==> config.mk <==
export PLATFORM = sky130hd
export DESIGN_NAME = dm_lsu_bus_if
export DESIGN_NICKNAME = d
export VERILOG_FILES = /design/src/rtl/dm_lsu_bus_if.sv
export SDC_FILE = /design/constraint.sdc
export NUM_CORES = 1
export LEC_CHECK = 0
export CORE_MARGIN = 1
export CORE_UTILIZATION = 47
export CTS_CLUSTER_SIZE = 20
export DETAILED_ROUTE_END_ITERATION = 10
export GPL_TIMING_DRIVEN = 0
export PLACE_DENSITY_LB_ADDON = 0.1
export SLEW_MARGIN = 30
export SYNTH_ARGS = -nofsm -noshare
export SYNTH_HDL_FRONTEND = slang
export SYNTH_SLANG_ARGS = --single-unit
==> constraint.sdc <==
create_clock -name clk -period 2.6 [get_ports clk]
set_input_delay 0.52 -clock clk [delete_from_list [all_inputs] [get_ports clk]]
set_output_delay 0.52 -clock clk [all_outputs]
set_load 0.05 [all_outputs]
==> src/rtl/dm_lsu_bus_if.sv <==
`default_nettype none
// +--------------------------------------------------------------------------+
// | dm_lsu_bus_if : registered load/store unit bridging MEM stage to OBI bus |
// | Optional macro DM_LSU_MISALIGNED_SPLIT_EN enables misaligned splitting.  |
// | Rev 1.0                                                                  |
// +--------------------------------------------------------------------------+
module dm_lsu_bus_if #(
  parameter int ADDR_WIDTH = 32,
  parameter int BUS_WIDTH  = 32
) (
  input  logic                   clk,
  input  logic                   rst_n,
  input  logic                   lsu_valid_i,
  output logic                   lsu_ready_o,
  input  logic                   lsu_we_i,
  input  logic [2:0]             lsu_funct3_i,
  input  logic [ADDR_WIDTH-1:0]  lsu_addr_i,
  input  logic [31:0]            lsu_wdata_i,
  output logic [31:0]            lsu_rdata_o,
  output logic                   lsu_done_o,
  output logic                   lsu_misaligned_o,
  output logic                   lsu_bus_err_o,
  output logic                   data_req_o,
  input  logic                   data_gnt_i,
  output logic [ADDR_WIDTH-1:0]  data_addr_o,
  output logic                   data_we_o,
  output logic [BUS_WIDTH/8-1:0] data_be_o,
  output logic [BUS_WIDTH-1:0]   data_wdata_o,
  input  logic                   data_rvalid_i,
  input  logic [BUS_WIDTH-1:0]   data_rdata_i,
  input  logic                   data_err_i
);
  localparam int BYTES = BUS_WIDTH / 8;
  localparam int OFF   = $clog2(BYTES);

  typedef enum logic [2:0] {
    S_IDLE  = 3'd0,
    S_REQ   = 3'd1,
    S_RESP  = 3'd2,
    S_ERR   = 3'd3,
    S_DONE  = 3'd4,
    S_REQ2  = 3'd5,
    S_RESP2 = 3'd6
  } state_t;

  state_t           r_state;
  logic [2:0]       r_funct3;
  logic             r_we;
  logic [OFF-1:0]   r_off;

  logic [1:0]              w_size;
  logic [3:0]              w_sizeMask;
  logic [OFF-1:0]          w_off;
  logic [ADDR_WIDTH-1:0]   w_alignedAddr;
  logic [BUS_WIDTH-1:0]    w_wdataRepl;
  logic [BYTES-1:0]        w_beLow;
  logic [BUS_WIDTH-1:0]    w_wdataLow;
  logic [2*BUS_WIDTH-1:0]  w_rdataWide;
  logic                    w_respLast;
  logic                    w_respErr;
  logic [31:0]             w_loadWord;
  logic [31:0]             w_loadExt;

  // size code: 0=byte, 1=half, 2=word (unused funct3 codes fall back to word)
  assign w_size        = (lsu_funct3_i[1:0] == 2'b00) ? 2'd0 :
                         (lsu_funct3_i[1:0] == 2'b01) ? 2'd1 : 2'd2;
  assign w_sizeMask    = (w_size == 2'd0) ? 4'h1 : (w_size == 2'd1) ? 4'h3 : 4'hF;
  assign w_off         = lsu_addr_i[OFF-1:0];
  assign w_alignedAddr = {lsu_addr_i[ADDR_WIDTH-1:OFF], {OFF{1'b0}}};
  assign w_wdataRepl   = {(BUS_WIDTH/32){lsu_wdata_i}};

`ifdef DM_LSU_MISALIGNED_SPLIT_EN
  logic [OFF+1:0]          w_nBytes;
  logic [OFF+1:0]          w_endByte;
  logic                    w_cross;
  logic [2*BYTES-1:0]      w_beWide;
  logic [2*BUS_WIDTH-1:0]  w_wdataWide;
  logic [ADDR_WIDTH-1:0]   r_addr2;
  logic [BYTES-1:0]        r_be2;
  logic [BUS_WIDTH-1:0]    r_wdata2;
  logic [BUS_WIDTH-1:0]    r_rdLow;
  logic                    r_split;
  logic                    r_err;

  // Lanes shifted past the top of the bus word spill into the following word.
  assign w_nBytes    = (OFF+2)'(1) << w_size;
  assign w_endByte   = (OFF+2)'(w_off) + w_nBytes;
  assign w_cross     = w_endByte > (OFF+2)'(BYTES);
  assign w_beWide    = (2*BYTES)'(w_sizeMask) << w_off;
  assign w_wdataWide = (2*BUS_WIDTH)'(w_wdataRepl) << {w_off, 3'b000};
  assign w_beLow     = w_beWide[BYTES-1:0];
  assign w_wdataLow  = w_wdataWide[BUS_WIDTH-1:0];
  assign w_rdataWide = (r_state == S_RESP2) ? {data_rdata_i, r_rdLow}
                                            : (2*BUS_WIDTH)'(data_rdata_i);
  assign w_respLast  = data_rvalid_i && (((r_state == S_RESP) && !r_split) || (r_state == S_RESP2));
  assign w_respErr   = data_err_i || ((r_state == S_RESP2) && r_err);
`else
  logic w_misaligned;

  assign w_misaligned = ((w_size == 2'd1) && lsu_addr_i[0]) ||
                        ((w_size == 2'd2) && (lsu_addr_i[1:0] != 2'b00));
  assign w_beLow      = BYTES'(w_sizeMask) << w_off;
  assign w_wdataLow   = w_wdataRepl << {w_off, 3'b000};
  assign w_rdataWide  = (2*BUS_WIDTH)'(data_rdata_i);
  assign w_respLast   = data_rvalid_i && (r_state == S_RESP);
  assign w_respErr    = data_err_i;
`endif

  assign w_loadWord = 32'(w_rdataWide >> {r_off, 3'b000});

  always_comb begin
    w_loadExt = w_loadWord;
    case (r_funct3)
      3'b000:  w_loadExt = {{24{w_loadWord[7]}}, w_loadWord[7:0]};
      3'b001:  w_loadExt = {{16{w_loadWord[15]}}, w_loadWord[15:0]};
      3'b100:  w_loadExt = {24'h0, w_loadWord[7:0]};
      3'b101:  w_loadExt = {16'h0, w_loadWord[15:0]};
      default: w_loadExt = w_loadWord;
    endcase
  end

  always_ff @(posedge clk or negedge rst_n) begin
    if (!rst_n) begin
      r_state          <= S_IDLE;
      r_funct3         <= 3'b000;
      r_we             <= 1'b0;
      r_off            <= '0;
      lsu_ready_o      <= 1'b1;
      lsu_rdata_o      <= '0;
      lsu_done_o       <= 1'b0;
      lsu_misaligned_o <= 1'b0;
      lsu_bus_err_o    <= 1'b0;
      data_req_o       <= 1'b0;
      data_addr_o      <= '0;
      data_we_o        <= 1'b0;
      data_be_o        <= '0;
      data_wdata_o     <= '0;
`ifdef DM_LSU_MISALIGNED_SPLIT_EN
      r_addr2          <= '0;
      r_be2            <= '0;
      r_wdata2         <= '0;
      r_rdLow          <= '0;
      r_split          <= 1'b0;
      r_err            <= 1'b0;
`endif
    end else begin
      if (w_respLast) begin
        if (!r_we) lsu_rdata_o <= w_loadExt;
        lsu_bus_err_o <= w_respErr;
        lsu_done_o    <= 1'b1;
      end

      case (r_state)
        S_IDLE: begin
          if (lsu_valid_i) begin
            lsu_ready_o  <= 1'b0;
            r_funct3     <= lsu_funct3_i;
            r_we         <= lsu_we_i;
            r_off        <= w_off;
            data_addr_o  <= w_alignedAddr;
            data_we_o    <= lsu_we_i;
            data_be_o    <= w_beLow;
            data_wdata_o <= w_wdataLow;
`ifdef DM_LSU_MISALIGNED_SPLIT_EN
            r_split      <= w_cross;
            r_addr2      <= w_alignedAddr + ADDR_WIDTH'(BYTES);
            r_be2        <= w_beWide[2*BYTES-1:BYTES];
            r_wdata2     <= w_wdataWide[2*BUS_WIDTH-1:BUS_WIDTH];
            r_err        <= 1'b0;
            data_req_o   <= 1'b1;
            r_state      <= S_REQ;
`else
            data_req_o   <= !w_misaligned;
            r_state      <= w_misaligned ? S_ERR : S_REQ;
`endif
          end
        end
        S_REQ: begin
          if (data_gnt_i) begin
            data_req_o <= 1'b0;
            r_state    <= S_RESP;
          end
        end
        S_RESP: begin
          if (data_rvalid_i) begin
`ifdef DM_LSU_MISALIGNED_SPLIT_EN
            if (r_split) begin
              r_rdLow      <= data_rdata_i;
              r_err        <= data_err_i;
              data_addr_o  <= r_addr2;
              data_be_o    <= r_be2;
              data_wdata_o <= r_wdata2;
              data_req_o   <= 1'b1;
              r_state      <= S_REQ2;
            end else begin
              r_state      <= S_DONE;
            end
`else
            r_state <= S_DONE;
`endif
          end
        end
`ifdef DM_LSU_MISALIGNED_SPLIT_EN
        S_REQ2: begin
          if (data_gnt_i) begin
            data_req_o <= 1'b0;
            r_state    <= S_RESP2;
          end
        end
        S_RESP2: begin
          if (data_rvalid_i) r_state <= S_DONE;
        end
`endif
        S_ERR: begin
          lsu_done_o       <= 1'b1;
          lsu_misaligned_o <= 1'b1;
          r_state          <= S_DONE;
        end
        S_DONE: begin
          lsu_done_o       <= 1'b0;
          lsu_misaligned_o <= 1'b0;
          lsu_bus_err_o    <= 1'b0;
          lsu_ready_o      <= 1'b1;
          r_state          <= S_IDLE;
        end
        default: r_state <= S_IDLE;
      endcase
    end
  end

endmodule
`default_nettype wire
## After elaboration in Yosys (flattened, before gate mapping)

Index checks and enable logic that the tools add are counted.
Widths: inputs -> output; s select.

| storage, ports and cells | value |
|---|---|
| bits in registers | 112 |
| latch bits | 0 |
| RAM bits | 0 |
| bits in read-only memories | 0 |
| input bits | 106 |
| word-level logic and storage cells | 70 |
| memories kept | 0 |

| operators by class | value |
|---|---|
| add/sub/neg operators | 0 |
| multiply operators | 0 |
| divide/modulo/power cells | 0 |
| $lt $le $gt $ge | 0 |
| equal/unequal tests | 13 |
| shift-type cells | 3 |
| multiplexer cells | 20 |
| bitwise operators | 1 |
| reductions and logical operators | 20 |

Operators with widths:

| operator | number |
|---|---|
| $pmux 32 s4 | 1 |
| $shl 32x5->32 | 1 |
| $shr 32x5->32 | 1 |
| $pmux 3 s4 | 1 |
| $reduce_bool 2->1 | 5 |
| $eq 3x3->1 const B | 3 |
| $mux 3 | 3 |
| $mux 4 | 2 |
| $pmux 1 s2 | 4 |
| $eq 3x1->1 const B | 2 |
| $eq 3x2->1 const B | 2 |
| $logic_not 3->1 | 2 |
| $mux 1 | 6 |
| $mux 2 | 3 |
| $ne 2x2->1 const B | 3 |
| $reduce_and 2->1 | 3 |
| $reduce_and 3->1 | 2 |
| $eq 2x1->1 const B | 2 |
| $logic_not 2->1 | 2 |
| $shl 4x2->4 | 1 |
| $logic_and 1x1->1 | 3 |
| $reduce_bool 3->1 | 1 |
| $eq 2x2->1 const B | 1 |
| $logic_not 1->1 | 1 |
| 2 further kinds | 2 |

## Logic depth before layout (Yosys ltp)

| depth | value |
|---|---|
| word-level depth | 9 |
| gate-level depth with buffers | 7 |
| gate-level depth less buffers | 4 |

## Worst setup path before layout

No wires, ideal clock.

| timing | value |
|---|---|
| kind | flip-flop to flip-flop |
| from | register r_we |
| to | register lsu_rdata_o[3] |
| arrival | 1.550 ns |
| data required time | 2.475 ns |
| path slack | 0.925 ns |
| cell stages (with the launch flop) | 4 |
| path buffers | 1 |
| clock period less this slack | 1.675 ns |
| cells stage by stage | dfrtp_1 > nor3_4 > buf_2 > mux2_2 |

| between the ends | value |
|---|---|
| cells in the longest elaborated chain, start to end | 2 |

Ends and longest elaborated chain:

| what | line | RTL |
|---|---|---|
| from (decl) | 48 | `logic r_we;` |
| from (signal assigned) | 158 | `r_we <= lsu_we_i;` |
| $not 1->1 (no line) | - |  |
| $reduce_and 2->1 (no line) | - |  |
| to (signal assigned) | 148 | `if (!r_we) lsu_rdata_o <= w_loadExt;` |
| to (decl) | 19 | `output logic [31:0] lsu_rdata_o,` |

Every way passes these cells.
A chain may end at the register's enable or synchronous reset.

## Worst setup path after layout

| timing | value |
|---|---|
| from | register lsu_ready_o |
| to | output lsu_ready_o |

RTL lines:

| what | line | RTL |
|---|---|---|
| from (decl) | 14 | `output logic lsu_ready_o,` |
| from (signal assigned) | 128 | `lsu_ready_o <= 1'b1;` |
| from (signal assigned) | 156 | `lsu_ready_o <= 1'b0;` |
| from (signal assigned) | 223 | `lsu_ready_o <= 1'b1;` |

No word-level cell between the ends.

==> impl_results.md <==
* Combinational power share at 0.611
* Std-Cell Rows at 38
* Status: completed
* Uppermost layer routed: met4
* Met3 WL post-DR at around 1500 um
* Adder-cell share of the synthesized area at 0
* Initial antenna violation count at 0
* Sequential element share of the synthesized area at 0.518
* Clock sink count at roughly 110
* Min-Delay Path Class: input pin to async pin
* Reg2reg setup slack at approximately 0.63 ns
* Clk network pwr share at 0.114
* Mean Syn Cell Area at between 9 and 10 um^2
* Core Box Area at 11000 um^2
* Max-Cap Viols at 0
* Ys flop type: dfrtp_1
* WP data required at approximately 2.1 ns
* Layout Nets at approximately 890
* Worst r2r dst: data_wdata_o[4]
* Largest stage delay on the critical path at 0.79 ns
* Final hold violation count at 0
* DR vias/cell at 5.41
* CTS tree: done
* Async SR Flop Fraction at 1.00
* Reg power frac at 0.275
* Buffer and inverter count on the worst path at 1
* Crit end category: output pin
* Largest net degree at the start of global routing at 85
* Routed vias at 5040
* Critical path's top delay family: buffers and inverters
* Count of cell types in the netlist at 44
* Cell-internal power at about 5500 uW
* Largest family of logic cells by synthesized area: simple AND/OR/NAND/NOR gates
* Slew Limit Fails at 0
* Hold WS at 0.00833 ns
* Xor and xnor area share after synthesis at 0
* Die width at 109 um
* Final worst setup slack at about 0.4 ns
* All-Layer GR Usage at 0.285
* DRC at 0
* Synth warn at 0
* CTS Buffer Depth at 2
* First-pass DRT Iterations at 5
* CP arrival at 1.67 ns
* Tightest Pin Transition at roughly 0.6 ns
* First-pass GRT wire length at 25600 um
* # diodes at 0
* Critical path startpoint category: flop
* Initial DRC count at around 420
* CTS H-tree lvls at 3
* Final period utilization at 0.843
* Clk_lat worst skew at 0.35 ns
* IO Pins at between 200 and 250
* Gr ovfl total at 0
* Post-CTS Setup Inserts at 0
* Die area at ~12000 um^2
* Share of cells above drive strength 1 at 0.0859
* Simple-gate share of the synthesized area at 0.195
* Post-place setup slack at ~0.15 ns
* Detailed placement HPWL at about 12000 um
* Compound-gate portion of the synthesized area at 0.140
* Total Wirelength at approximately 17000 um
* Min cycle time layout at about 2.2 ns
* Switch Pwr at 5630 uW
* Die outline height at between 100 and 150 um
* Initial Util at 0.491
* TritonCTS Buffers at 9
* Power Dens Cells at ~1400 nW/um^2
* Final setup fails at 0
* Netlist Area Pre-Place at roughly 5400 um^2
* Clock transition at the registers of the reported paths at ~0.070 ns
* Kind of critical path: flop to output pin
* Max stage delay cell, worst path: clkdlybuf4s50_1
* Fmax achieved at approximately 460 MHz
* Register bit total from synthesis at 112
* I/O Buffers at between 200 and 250
* Pleak at approximately 0.0036 uW
* Placer congestion estimate at 0.904
* Post-CTS Hold Fix Bufs at 0
* Max_slew headroom at 0.600
* CP cell instances: clkdlybuf4s50_1
* EDFF count, synth at 0
* Switching Share at 0.505
* Area growth from synthesis to layout at 47.2%
* Post-CTS sizing at 0
* Mapped Cells at ~570
* M1 wire length at just under 7000 um
* Met2 WL post-DR at 7750 um
* Maximum vdd drop at 1060 uV
* Root Buffer: clkbuf_16
* Number of global-route vias before repair at 5063
* Max FO, Critical Path at 2
* FF-to-FF Start: r_state[0]
* ANT nets after route at 0
* Clock Skew at a little over 0.008 ns
* R2R cell count at 7
* Post-synthesis mux area share at 0.102
* Drt wl/cell at 17.7 um
* RSZ-0062 raised after global routing: false
==> synth_stat cells (7+ instances only) <==
cell,count,area (um^2)
buf_2,23,115
mux2_2,17,191
mux2i_1,34,340
o31ai_1,9,67.6
dfrtp_1,111,2780
o21ai_0,16,80.1
nand3_1,25,125
a211oi_1,17,128
nor2_1,24,90.1
a21oi_1,35,175
nor2b_1,19,119
o2bb2ai_1,7,61.3
clkbuf_1,12,45.0
nand2_1,166,623
==> stage by stage <==
stage                     setup TNS, ns  cell area (um^2)  total power [uW]  instances   util
after floorplan                       0              5420              7510        567      -
after global placement          -365.04              7680              9760        915  0.696
after detailed placement              0              7710              9910        916  0.699
after CTS                             0              7970             11200        932  0.722
after global routing                  0              7970             11800        932  0.722
final                                 0              7970             11100        932  0.722
==> cells in the final DEF (no fill, tap or decap), types with 3 or more instances in the layout <==
master / count
o21ai_0: 16
o2bb2ai_1: 7
clkdlybuf4s50_1: 207
mux2i_1: 34
o31ai_1: 9
a21oi_1: 35
nor2_1: 24
buf_6: 3
a211oi_1: 17
mux2_2: 17
nand3_1: 25
nand2b_1: 5
inv_1: 4
nand2_1: 166
buf_2: 23
nor2b_1: 19
o311ai_0: 5
buf_1: 3
clkbuf_16: 9
dfrtp_1: 111
clkbuf_1: 17
==> worst max path at each step <==
| stage | endpoint | from | slack [ns] | depth (start not counted) |
|---|---|---|---|---|
| after floorplan | lsu_rdata_o[3] | r_we | 0.93 | 3 |
| after global placement | data_addr_o[13] | rst_n | -3.28 | 1 |
| after detailed placement | data_wdata_o[4] | lsu_valid_i | 0.15 | 7 |
| after CTS | lsu_ready_o | lsu_ready_o | 0.40 | 1 |
| after global routing | lsu_ready_o | lsu_ready_o | 0.37 | 1 |
| final | lsu_ready_o | lsu_ready_o | 0.41 | 1 |
==> power groups by stage <==
stage | combinational [uW] | sequential (uW) | clock, uW
2_1_floorplan | 1840 | 5660 | 0
3_3_place_gp | 6700 | 3050 | 0
3_5_place_dp | 6820 | 3090 | 0
4_1_cts | 6830 | 3070 | 1290
5_1_grt | 7220 | 3160 | 1370
6_report | 6810 | 3070 | 1270
==> cell type report <==
cell class,instances,area (um^2)
Multi-Input combinational cell,408,2380
Clock inverter,2,16.3
Timing Repair Buffer,209,2110
Buffer,43,220
Tap cell,140,175
Inverter,4,15.0
Fill cell,852,3060
Clock buffer,14,244
Sequential cell,112,2800
==> layer usage <==
| layer | global-route usage | vias to the layer above |
|---|---|---|
| met5 | 0 | - |
| met4 | 0.113 | 0 |
| met3 | 0.0842 | 33 |
| met2 | 0.455 | 232 |
| met1 | 0.364 | 2396 |
| li1 | - | 2379 |
==> flip-flops by register name, summed over array words and instances (netlist names), 2 cells and up <==
| register | count |
|---|---|
| data_be_o | 4 |
| data_addr_o | 30 |
| r_funct3 | 3 |
| data_wdata_o | 32 |
| r_off | 2 |
| r_state | 3 |
| lsu_rdata_o | 32 |
==> logic make-up after synthesis <==
family / count (synthesis)
other: 1
AND/OR/NAND/NOR: 247
AO/OA/AOI/OAI: 107
flip-flops: 112
multiplexers: 52
buffers and inverters: 47
Note: power is estimated with default switching activity, not from simulation.
